$ cat src/rtl/m_stage_mem_access_pkg.sv
// +----------------------------------------------------------------------+
// | m_stage_mem_access_pkg : memop opcodes, exception codes, FSM states  |
// | Rev 1.0                                                              |
// +----------------------------------------------------------------------+
`default_nettype none

package m_stage_mem_access_pkg;

  localparam logic [5:0] OPC_LB  = 6'h20;
  localparam logic [5:0] OPC_LH  = 6'h21;
  localparam logic [5:0] OPC_LW  = 6'h23;
  localparam logic [5:0] OPC_LBU = 6'h24;
  localparam logic [5:0] OPC_LHU = 6'h25;
  localparam logic [5:0] OPC_SB  = 6'h28;
  localparam logic [5:0] OPC_SH  = 6'h29;
  localparam logic [5:0] OPC_SW  = 6'h2B;

  localparam logic [4:0] EXC_NONE = 5'd0;
  localparam logic [4:0] EXC_ADEL = 5'd4;
  localparam logic [4:0] EXC_ADES = 5'd5;

  localparam logic [31:0] DEF_DM_SIZE     = 32'h0000_3000;
  localparam logic [31:0] DEF_DEV_T0_BASE = 32'h0000_7F00;
  localparam logic [31:0] DEF_DEV_T1_BASE = 32'h0000_7F10;
  localparam logic [31:0] DEF_DEV_IG_BASE = 32'h0000_7F20;
  localparam logic [31:0] TIMER_WIN       = 32'd12;
  localparam logic [31:0] IG_WIN          = 32'd4;
  localparam logic [31:0] TIMER_COUNT_OFS = 32'd8;

  typedef enum logic [1:0] {
    ST_IDLE = 2'd0,
    ST_REQ  = 2'd1,
    ST_DONE = 2'd2
  } mstate_e;

  typedef enum logic [3:0] {
    MOP_NONE = 4'd0,
    MOP_LB   = 4'd1,
    MOP_LBU  = 4'd2,
    MOP_LH   = 4'd3,
    MOP_LHU  = 4'd4,
    MOP_LW   = 4'd5,
    MOP_SB   = 4'd6,
    MOP_SH   = 4'd7,
    MOP_SW   = 4'd8
  } mem_op_e;

  function automatic mem_op_e decode_memop(input logic [5:0] opc);
    mem_op_e op;
    case (opc)
      OPC_LB:  op = MOP_LB;
      OPC_LBU: op = MOP_LBU;
      OPC_LH:  op = MOP_LH;
      OPC_LHU: op = MOP_LHU;
      OPC_LW:  op = MOP_LW;
      OPC_SB:  op = MOP_SB;
      OPC_SH:  op = MOP_SH;
      OPC_SW:  op = MOP_SW;
      default: op = MOP_NONE;
    endcase
    return op;
  endfunction

  function automatic logic is_store_op(input mem_op_e op);
    return (op == MOP_SB) || (op == MOP_SH) || (op == MOP_SW);
  endfunction

endpackage

`default_nettype wire

$ cat src/rtl/m_mem_align.sv
// +----------------------------------------------------------------------+
// | m_mem_align : address legality, store lane formatting, load extend   |
// | Rev 1.0                                                              |
// +----------------------------------------------------------------------+
`default_nettype none

module m_mem_align
  import m_stage_mem_access_pkg::*;
#(
  parameter logic [31:0] DM_SIZE     = DEF_DM_SIZE,
  parameter logic [31:0] DEV_T0_BASE = DEF_DEV_T0_BASE,
  parameter logic [31:0] DEV_T1_BASE = DEF_DEV_T1_BASE,
  parameter logic [31:0] DEV_IG_BASE = DEF_DEV_IG_BASE
) (
  input  mem_op_e     op,
  input  logic [31:0] addr,
  input  logic [31:0] rt,
  input  mem_op_e     ld_op,
  input  logic [1:0]  ld_lo,
  input  logic [31:0] rdata,
  output logic        legal,
  output logic [3:0]  byteen,
  output logic [31:0] wdata,
  output logic [31:0] ld_ext
);

  logic        is_word, is_half, is_store, aligned;
  logic        in_ram, in_t0, in_t1, in_ig, in_dev, cnt_store;
  logic [31:0] t0_off, t1_off, ig_off;
  logic [7:0]  sel_byte;
  logic [15:0] sel_half;

  always_comb begin
    is_word  = (op == MOP_LW) || (op == MOP_SW);
    is_half  = (op == MOP_LH) || (op == MOP_LHU) || (op == MOP_SH);
    is_store = is_store_op(op);
    aligned  = is_word ? (addr[1:0] == 2'b00) : (is_half ? !addr[0] : 1'b1);

    // Offsets wrap below the base, so one unsigned compare bounds each window.
    t0_off    = addr - DEV_T0_BASE;
    t1_off    = addr - DEV_T1_BASE;
    ig_off    = addr - DEV_IG_BASE;
    in_ram    = addr < DM_SIZE;
    in_t0     = t0_off < TIMER_WIN;
    in_t1     = t1_off < TIMER_WIN;
    in_ig     = ig_off < IG_WIN;
    in_dev    = in_t0 || in_t1 || in_ig;
    cnt_store = is_store && ((in_t0 && (t0_off == TIMER_COUNT_OFS)) ||
                             (in_t1 && (t1_off == TIMER_COUNT_OFS)));

    legal = (op != MOP_NONE) && aligned && !cnt_store &&
            (in_ram || (in_dev && is_word));

    byteen = 4'b1111;
    wdata  = 32'd0;
    case (op)
      MOP_SW: wdata = rt;
      MOP_SH: begin
        wdata  = {2{rt[15:0]}};
        byteen = addr[1] ? 4'b1100 : 4'b0011;
      end
      MOP_SB: begin
        wdata  = {4{rt[7:0]}};
        byteen = 4'b0001 << addr[1:0];
      end
      default: ;
    endcase
  end

  always_comb begin
    case (ld_lo)
      2'd0:    sel_byte = rdata[7:0];
      2'd1:    sel_byte = rdata[15:8];
      2'd2:    sel_byte = rdata[23:16];
      default: sel_byte = rdata[31:24];
    endcase
    sel_half = ld_lo[1] ? rdata[31:16] : rdata[15:0];

    case (ld_op)
      MOP_LB:  ld_ext = {{24{sel_byte[7]}}, sel_byte};
      MOP_LBU: ld_ext = {24'd0, sel_byte};
      MOP_LH:  ld_ext = {{16{sel_half[15]}}, sel_half};
      MOP_LHU: ld_ext = {16'd0, sel_half};
      MOP_LW:  ld_ext = rdata;
      default: ld_ext = 32'd0;
    endcase
  end

endmodule

`default_nettype wire

$ cat src/rtl/m_stage_mem_access.sv
// +----------------------------------------------------------------------+
// | m_stage_mem_access : M-stage load/store unit with req/ack data bus   |
// | Rev 1.0                                                              |
// +----------------------------------------------------------------------+
`default_nettype none

module m_stage_mem_access
  import m_stage_mem_access_pkg::*;
#(
  parameter logic [31:0] DM_SIZE     = DEF_DM_SIZE,
  parameter logic [31:0] DEV_T0_BASE = DEF_DEV_T0_BASE,
  parameter logic [31:0] DEV_T1_BASE = DEF_DEV_T1_BASE,
  parameter logic [31:0] DEV_IG_BASE = DEF_DEV_IG_BASE
) (
  input  logic        clk,
  input  logic        reset,
  input  logic        m_valid,
  input  logic [31:0] m_instr,
  input  logic [31:0] m_pc,
  input  logic [31:0] m_addr,
  input  logic [31:0] m_rt,
  input  logic        m_flush,
  output logic        bus_req,
  output logic        bus_we,
  output logic [31:0] bus_addr,
  output logic [3:0]  bus_byteen,
  output logic [31:0] bus_wdata,
  input  logic        bus_ack,
  input  logic [31:0] bus_rdata,
  output logic        stall,
  output logic [31:0] ld_data,
  output logic        ld_valid,
  output logic        exc,
  output logic [4:0]  exc_code,
  output logic [31:0] exc_pc
);

  mstate_e     state_q, state_d;
  mem_op_e     op_q, op_d, cur_op;
  logic [1:0]  lo_q, lo_d;
  logic        cancel_q, cancel_d;
  logic        bus_we_q, bus_we_d;
  logic [31:0] bus_addr_q, bus_addr_d;
  logic [3:0]  bus_byteen_q, bus_byteen_d;
  logic [31:0] bus_wdata_q, bus_wdata_d;
  logic [31:0] ld_data_q, ld_data_d;

  logic        al_legal;
  logic [3:0]  al_byteen;
  logic [31:0] al_wdata, al_ld_ext;
  logic        unused_instr_bits;

  assign unused_instr_bits = ^m_instr[25:0];
  assign cur_op            = m_valid ? decode_memop(m_instr[31:26]) : MOP_NONE;

  // Extension uses the op latched on REQ entry, not the live M register.
  m_mem_align #(
    .DM_SIZE    (DM_SIZE),
    .DEV_T0_BASE(DEV_T0_BASE),
    .DEV_T1_BASE(DEV_T1_BASE),
    .DEV_IG_BASE(DEV_IG_BASE)
  ) u_align (
    .op    (cur_op),
    .addr  (m_addr),
    .rt    (m_rt),
    .ld_op (op_q),
    .ld_lo (lo_q),
    .rdata (bus_rdata),
    .legal (al_legal),
    .byteen(al_byteen),
    .wdata (al_wdata),
    .ld_ext(al_ld_ext)
  );

  always_comb begin
    state_d      = state_q;
    op_d         = op_q;
    lo_d         = lo_q;
    cancel_d     = cancel_q;
    bus_we_d     = bus_we_q;
    bus_addr_d   = bus_addr_q;
    bus_byteen_d = bus_byteen_q;
    bus_wdata_d  = bus_wdata_q;
    ld_data_d    = ld_data_q;
    bus_req      = 1'b0;
    stall        = 1'b0;
    ld_valid     = 1'b0;
    exc          = 1'b0;
    exc_code     = EXC_NONE;
    exc_pc       = 32'd0;

    case (state_q)
      ST_IDLE: begin
        if (!m_flush && (cur_op != MOP_NONE)) begin
          if (al_legal) begin
            stall        = 1'b1;
            state_d      = ST_REQ;
            op_d         = cur_op;
            lo_d         = m_addr[1:0];
            cancel_d     = 1'b0;
            bus_we_d     = is_store_op(cur_op);
            bus_addr_d   = {m_addr[31:2], 2'b00};
            bus_byteen_d = al_byteen;
            bus_wdata_d  = al_wdata;
          end else begin
            exc      = 1'b1;
            exc_code = is_store_op(cur_op) ? EXC_ADES : EXC_ADEL;
            exc_pc   = m_pc;
          end
        end
      end
      ST_REQ: begin
        bus_req = 1'b1;
        stall   = 1'b1;
        if (m_flush) cancel_d = 1'b1;
        if (bus_ack) begin
          ld_data_d = al_ld_ext;
          // A cancelled transfer finishes silently and releases the pipe now.
          if (cancel_q || m_flush) begin
            stall    = 1'b0;
            cancel_d = 1'b0;
            state_d  = ST_IDLE;
          end else begin
            state_d  = ST_DONE;
          end
        end
      end
      ST_DONE: begin
        ld_valid = !is_store_op(op_q) && !m_flush;
        state_d  = ST_IDLE;
      end
      default: state_d = ST_IDLE;
    endcase
  end

  always_ff @(posedge clk) begin
    if (reset) begin
      state_q      <= ST_IDLE;
      op_q         <= MOP_NONE;
      lo_q         <= 2'b00;
      cancel_q     <= 1'b0;
      bus_we_q     <= 1'b0;
      bus_addr_q   <= 32'd0;
      bus_byteen_q <= 4'd0;
      bus_wdata_q  <= 32'd0;
      ld_data_q    <= 32'd0;
    end else begin
      state_q      <= state_d;
      op_q         <= op_d;
      lo_q         <= lo_d;
      cancel_q     <= cancel_d;
      bus_we_q     <= bus_we_d;
      bus_addr_q   <= bus_addr_d;
      bus_byteen_q <= bus_byteen_d;
      bus_wdata_q  <= bus_wdata_d;
      ld_data_q    <= ld_data_d;
    end
  end

  assign bus_we     = bus_we_q;
  assign bus_addr   = bus_addr_q;
  assign bus_byteen = bus_byteen_q;
  assign bus_wdata  = bus_wdata_q;
  assign ld_data    = ld_data_q;

endmodule

`default_nettype wire

$ cat config.mk
export PLATFORM = sky130hd
export DESIGN_NAME = m_stage_mem_access
export DESIGN_NICKNAME = d
export VERILOG_FILES = /design/src/rtl/m_stage_mem_access_pkg.sv /design/src/rtl/m_mem_align.sv /design/src/rtl/m_stage_mem_access.sv
export SDC_FILE = /design/constraint.sdc
export NUM_CORES = 1
export LEC_CHECK = 0
export BUFFER_PORTS_ARGS = -buffer_cell sky130_fd_sc_hd__buf_2
export CAP_MARGIN = 20
export CORE_AREA = 2 2 118 120
export CTS_BUF_LIST = sky130_fd_sc_hd__clkbuf_4
export DETAILED_ROUTE_END_ITERATION = 12
export DIE_AREA = 0 0 120 122
export GPL_ROUTABILITY_DRIVEN = 0
export PLACE_DENSITY = 0.9
export REMOVE_ABC_BUFFERS = 1
export SLEW_MARGIN = 10
export SYNTH_ARGS = -nofsm -noshare
export SYNTH_HDL_FRONTEND = slang
export SYNTH_SLANG_ARGS = --single-unit
$ cat constraint.sdc
create_clock -name clk -period 14.9 [get_ports clk]
set_input_delay 2.98 -clock clk [delete_from_list [all_inputs] [get_ports clk]]
set_output_delay 2.98 -clock clk [all_outputs]
set_load 0.02 [all_outputs]
=== Word level (Yosys, flattened, before mapping) ===
Cells that the tools add are included.

* Register bits after elaboration: 108
* Output and inout port bits: 142

* Add/subtract/negate cells: 3
* Order comparisons: 4
* Equal/unequal tests: 31
* Shift operators: 1
* Muxes and demuxes: 38
* Reduce and logical (&&, ||, !) cells: 34

{| class="wikitable"
|+ Operators by type and width
! cell !! count
|-
| $pmux W32 S5 || 1
|-
| $mux W32 || 3
|-
| $pmux W32 S3 || 1
|-
| $sub A32 B15 Y32 const B || 3
|-
| $eq A32 B4 Y1 const B || 2
|-
| $lt A32 B4 Y1 const B || 2
|-
| $eq A6 B6 Y1 const B || 8
|-
| $eq A4 B3 Y1 const B || 8
|-
| $lt A32 B14 Y1 const B || 1
|-
| $lt A32 B3 Y1 const B || 1
|-
| $pmux W4 S8 || 1
|-
| $pmux W8 S3 || 1
|-
| $mux W1 || 17
|-
| $mux W16 || 1
|-
| $eq A4 B2 Y1 const B || 3
|-
| $logic_or A1 B1 Y1 || 12
|-
| $logic_and A1 B1 Y1 || 9
|-
| $mux W3 || 3
|-
| $reduce_and A3 Y1 || 3
|-
| $eq A4 B4 Y1 const B || 2
|-
| $mux W2 || 4
|-
| $mux W4 || 2
|-
| $pmux W4 S2 || 1
|-
| $logic_not A2 Y1 || 3
|-
| 11 further kinds || 19
|}

=== Depth between registers and ports, before layout ===
* Word-level depth: 14
* Mapped depth: 13
* Mapped depth without buffers: 10

=== Cells and area by module ===
A second synthesis with hierarchy kept.

* Cell total of the unflattened synthesis: 880
* Area total of the unflattened synthesis: 6429.9 um^2

{| class="wikitable"
|+ By module, submodules not included
! module !! instances !! cells each !! area each (um^2) !! seq. area each (um^2)
|-
| m_stage_mem_access || 1 || 538 || 4196.5 || 2162.1
|-
| m_mem_align || 1 || 342 || 2233.4 || 0.0
|}

=== Worst setup path before layout ===
Ideal clock, no wire load.

* Path type: input to output
* Start point: in m_addr[16]
* End point: out exc_code[2]
* Arrival: 6336 ps
* Required time: 11920 ps
* Slack: 5584 ps
* Stages: 13
* Cell sequence: buf_6 or4_4 buf_6 or4_4 buf_6 nor4_4 a32oi_1 or4_4 o21a_4 a211oi_4 buf_6 nor2_2 buf_4

* Longest elaborated chain between the ends: 11
* Elaborated cells between the ends (all ways): 23
* Classes of those cells: add/sub (3); order compare (4); eq/ne (2); mux (3); reduce/logical (11)

{| class="wikitable"
|+ RTL lines
! element !! line !! text
|-
| from (decl) || m_stage_mem_access.sv:20 || <nowiki>input logic [31:0] m_addr,</nowiki>
|-
| $sub A32 B15 Y32, on equally long branches || m_mem_align.sv:40, m_mem_align.sv:41 ||
|-
| $lt A32 B4 Y1, or another cell as far along || m_mem_align.sv:44 || <nowiki>in_t0 = t0_off < TIMER_WIN;</nowiki>
|-
| $logic_and A1 B1 Y1, on equally long branches || m_mem_align.sv:48, m_mem_align.sv:49 ||
|-
| $logic_or A1 B1 Y1 || m_mem_align.sv:48 || <nowiki>cnt_store = is_store && ((in_t0 && (t0_off == TIMER_COUNT_OFS)) ||</nowiki>
|-
| $logic_and A1 B1 Y1 || m_mem_align.sv:48 ||
|-
| $logic_not A1 Y1 || m_mem_align.sv:51 || <nowiki>legal = (op != MOP_NONE) && aligned && !cnt_store &&</nowiki>
|-
| $logic_and A1 B1 Y1 || m_mem_align.sv:51 ||
|-
| $logic_and A1 B1 Y1 (*) || m_mem_align.sv:51 ||
|-
| $mux W3 (*) || m_stage_mem_access.sv:95 || <nowiki>if (al_legal) begin</nowiki>
|-
| $mux W3 (*) || m_stage_mem_access.sv:94 || <nowiki>if (!m_flush && (cur_op != MOP_NONE)) begin</nowiki>
|-
| $mux W3 (*) || m_stage_mem_access.sv:92 || <nowiki>case (state_q)</nowiki>
|-
| to (decl) || m_stage_mem_access.sv:34 || <nowiki>output logic [4:0] exc_code,</nowiki>
|}

Every way passes the cells marked *; elsewhere a longest branch is shown, timed or not.

=== Worst setup path after layout ===
* Start point: in m_addr[9]
* End point: out exc_pc[2]

* Longest elaborated chain between the ends: 11
* Elaborated cells between the ends (all ways): 23
* Classes of those cells: add/sub (3); order compare (4); eq/ne (2); mux (3); reduce/logical (11)

{| class="wikitable"
|+ RTL lines
! element !! line !! text
|-
| $sub A32 B15 Y32, on equally long branches || m_mem_align.sv:40, m_mem_align.sv:41 ||
|-
| $lt A32 B4 Y1, or another cell as far along || m_mem_align.sv:44 ||
|-
| $logic_and A1 B1 Y1, on equally long branches || m_mem_align.sv:48, m_mem_align.sv:49 ||
|-
| $logic_or A1 B1 Y1 || m_mem_align.sv:48 ||
|-
| $logic_and A1 B1 Y1 || m_mem_align.sv:48 ||
|-
| $logic_not A1 Y1 || m_mem_align.sv:51 ||
|-
| $logic_and A1 B1 Y1 || m_mem_align.sv:51 ||
|-
| $logic_and A1 B1 Y1 (*) || m_mem_align.sv:51 ||
|-
| $mux W32 (*) || m_stage_mem_access.sv:95 ||
|-
| $mux W32 (*) || m_stage_mem_access.sv:94 ||
|-
| $mux W32 (*) || m_stage_mem_access.sv:92 ||
|-
| to (decl) || m_stage_mem_access.sv:35 || <nowiki>output logic [31:0] exc_pc</nowiki>
|}

Marks and branches as above.

==> flow_summary.yaml <==
outcome:
  run_status: "finished clean"
power:
  p_int_w: 0.000372
  powerDensity_mw_per_mm2: 61.5
  power.share.clock_pct: 31.0
  ir_worst_vdd_uv: 65.1
  switchingPower_w: 0.000148
  p_seq_share_pct: 55.6
  p_leak_nw: 3.63
  p_sw_share_pct: 28.5
  finalPower_w: 0.000520
  p_comb_share_pct: 13.5
critical_path:
  cp.required_ns: 11.92
  critical_path_class: "in -> out"
  cp-start-kind: "input pin"
  worstPathCellList: "buf_2 -> nand4_1 -> nor3_1 -> nand2_1 -> o21ai_0 -> nand3_1 -> or4b_4 -> a211oi_4 -> buf_4 -> nor3b_1 -> buf_2"
  crit_family: "simple AND/OR/NAND/NOR gates"
  path_max_fanout: 34
  arrival_ns: 6.83
  endpoint_kind: "output port"
  critPathSlowestCell: "nor3_1"
  cpMostUsedCell: "buf_2"
  critPathMaxStageDelay_ns: 1.01
  cp.buffers_inverters: 3
place:
  place_ws_ns: 5.27
  portBuffers: 275
  placed_cell_area_sq_mm: 0.00828
  dp_hpwl_mm: 15.8
clock_network:
  cts_hold_buf: 0
  cts_made_buffers: 9
  root_buffer: "clkbuf_4"
  ctsResizeCount: 0
  post_cts_buffers: 0
  cts_tree: "built"
  cts_max_level: 3
  cts_max_path_buffers: 2
  clk_latency_ns: 0.49
  clk_pin_slew_worst_paths_ns: 0.17
  clock-sinks: 108
finish:
  area_delta_synth_final_pct: 21.2
  nets: 1251
  final_area_sq_mm: 0.00846
  mostFrequentLayoutCells: "275 x buf_2, 121 x nand2_1, 108 x dfxtp_1"
  fin_util_pct: 62.6
  mostFrequentLayoutCell: "buf_2"
  drive_above_1_share_pct: 33.7
sta:
  worstMarginPinSlew_ns: 1.06
  setup_violations: 0
  clock.fmax_mhz: 102
  drv_slew: 0
  setup_ws_ns: 5.09
  relSlewSlack_pct: 28.7
  rsz0062_at_grt: "false"
  setup_tns_ns: 0
  finalHoldViolCount: 0
  fin_skew_ns: 0.0243
  min_period_over_period_pct: 65.8
  fin_crit_ns: 9.81
logic_synthesis:
  synth_edf_count: 0
  synth.top_cell.area_share_pct: 31.0
  yosysSeqAreaShare_pct: 31.0
  syn-cell-area_sq_mm: 0.00698
  synth_flop_cell: "dfxtp_1"
  ys_seq_elements: 108
  yosysWarnings: 0
  netlist_instances: 862
  avgSynthCellArea_sq_um: 8.09
  ys_top_cells_by_area: "dfxtp_1 31%, nand2_1 6.6%, mux2i_1 5.5%"
  yosys.area.top_type: "dfxtp_1"
  async_reset_ff_share_pct: 0
  synth.distinct_cells: 76
floorplan:
  fp.dieH_microns: 122
  start_util_pct: 51.7
  io_pins: 307
  dieArea_sq_mm: 0.0146
  core-area_sq_mm: 0.0135
  die_w_microns: 120
  rows: 43
routing:
  ant_nets: 0
  firstDrtPassIters: 5
  routed_wl_mm: 21.8
  drtIter0Drc: 788
  wl_per_cell_microns: 17.2
  num_vias: 7512
  drc: 0
  routed_via_density: 5.91
hold_path:
  hp-class: "reg -> reg"
grt:
  grt_max_degree: 81
  antenna_found_initial: 2
  overflow: 0
  grt_pass1_wl_mm: 34.1
  first_global_vias: 6807
  track_usage_pct: 28.8
job:
  drv_cap: 0
stage by stage:
stage               hold slack, ns  std cells
finish                       0.466       1271
global route                 0.484       1271
CTS                          0.470       1268
detailed placement           0.444       1252
global placement             0.436       1252
floorplan                    0.415        789
worst min-delay path: stages (launching register included):
cell     delay [ns]
dfxtp_1        0.34
nand2_1        0.05
mux2i_1        0.05
routing by layer:
metal	part of all wire [%]	GRT usage (%)	vias to the layer above
li1	-	-	3564
met1	40	36.3	3465
met2	47	47.6	417
met3	9.5	6.65	66
met4	3.4	11.5	0
met5	0	0	-
sequential cells by signal (all words and copies together), names as in the netlist:
signal	count
lo_q	2
bus_wdata	32
bus_we	1
cancel_q	1
state_q	2
op_q	4
bus_addr	30
ld_data	32
bus_byteen	4
power by group through the flow:
stage / clock network [W] / logic, W / registers [W]
after floorplan: 0 / 0.0000278 / 0.000295
after global placement: 0 / 0.0000671 / 0.000295
after detailed placement: 0 / 0.0000682 / 0.000295
after CTS: 0.000167 / 0.0000685 / 0.000289
after global routing: 0.000177 / 0.0000756 / 0.000289
final: 0.000161 / 0.0000701 / 0.000289
cell usage after synthesis, types with 17 or more instances:
cell type and count:
mux2i_1 38, nand3_1 17, dfxtp_1 108, nor2_1 76
a21oi_1 69, and3_1 19, nand2_1 122, nor3_1 18
o21ai_0 22, mux2_1 21, nor3b_2 28, clkbuf_1 58
nor2b_1 26
final timing paths:
kind                             from                         to  slack, ns  cells after the start
max reg2reg   state_q[0]$_SDFFE_PP0P_  bus_addr[14]$_SDFFE_PP0P_      11.72                      6
min          bus_addr[7]$_SDFFE_PP0P_   bus_addr[7]$_SDFFE_PP0P_       0.47                      2
max                         m_addr[9]                  exc_pc[2]       5.09                     11
min reg2reg  bus_addr[7]$_SDFFE_PP0P_   bus_addr[7]$_SDFFE_PP0P_       0.47                      2
cell families after synthesis:
| kind of cell | after synthesis | synth area share [%] |
|---|---|---|
| AO/OA/AOI/OAI | 183 | 17.5 |
| adder cells (fa/ha/maj) | 4 | 0.646 |
| multiplexers | 75 | 11.4 |
| XOR/XNOR | 6 | 0.753 |
| buffers and inverters | 86 | 6.15 |
| other | 1 | 0.0538 |
| flip-flops | 108 | 31.0 |
| AND/OR/NAND/NOR | 399 | 32.4 |
cell type report:
class                   instances  area, sq um
repair buffers                284         1450
well taps                     180          225
inverters                       9         33.8
multi-input cells             672         4420
diodes                          2         5.00
fillers                      1234         5050
clock buffers                   9         67.6
flip-flops and latches        108         2160
clock inverters                 7         91.3
No activity file was read; power rests on OpenSTA's default activity.
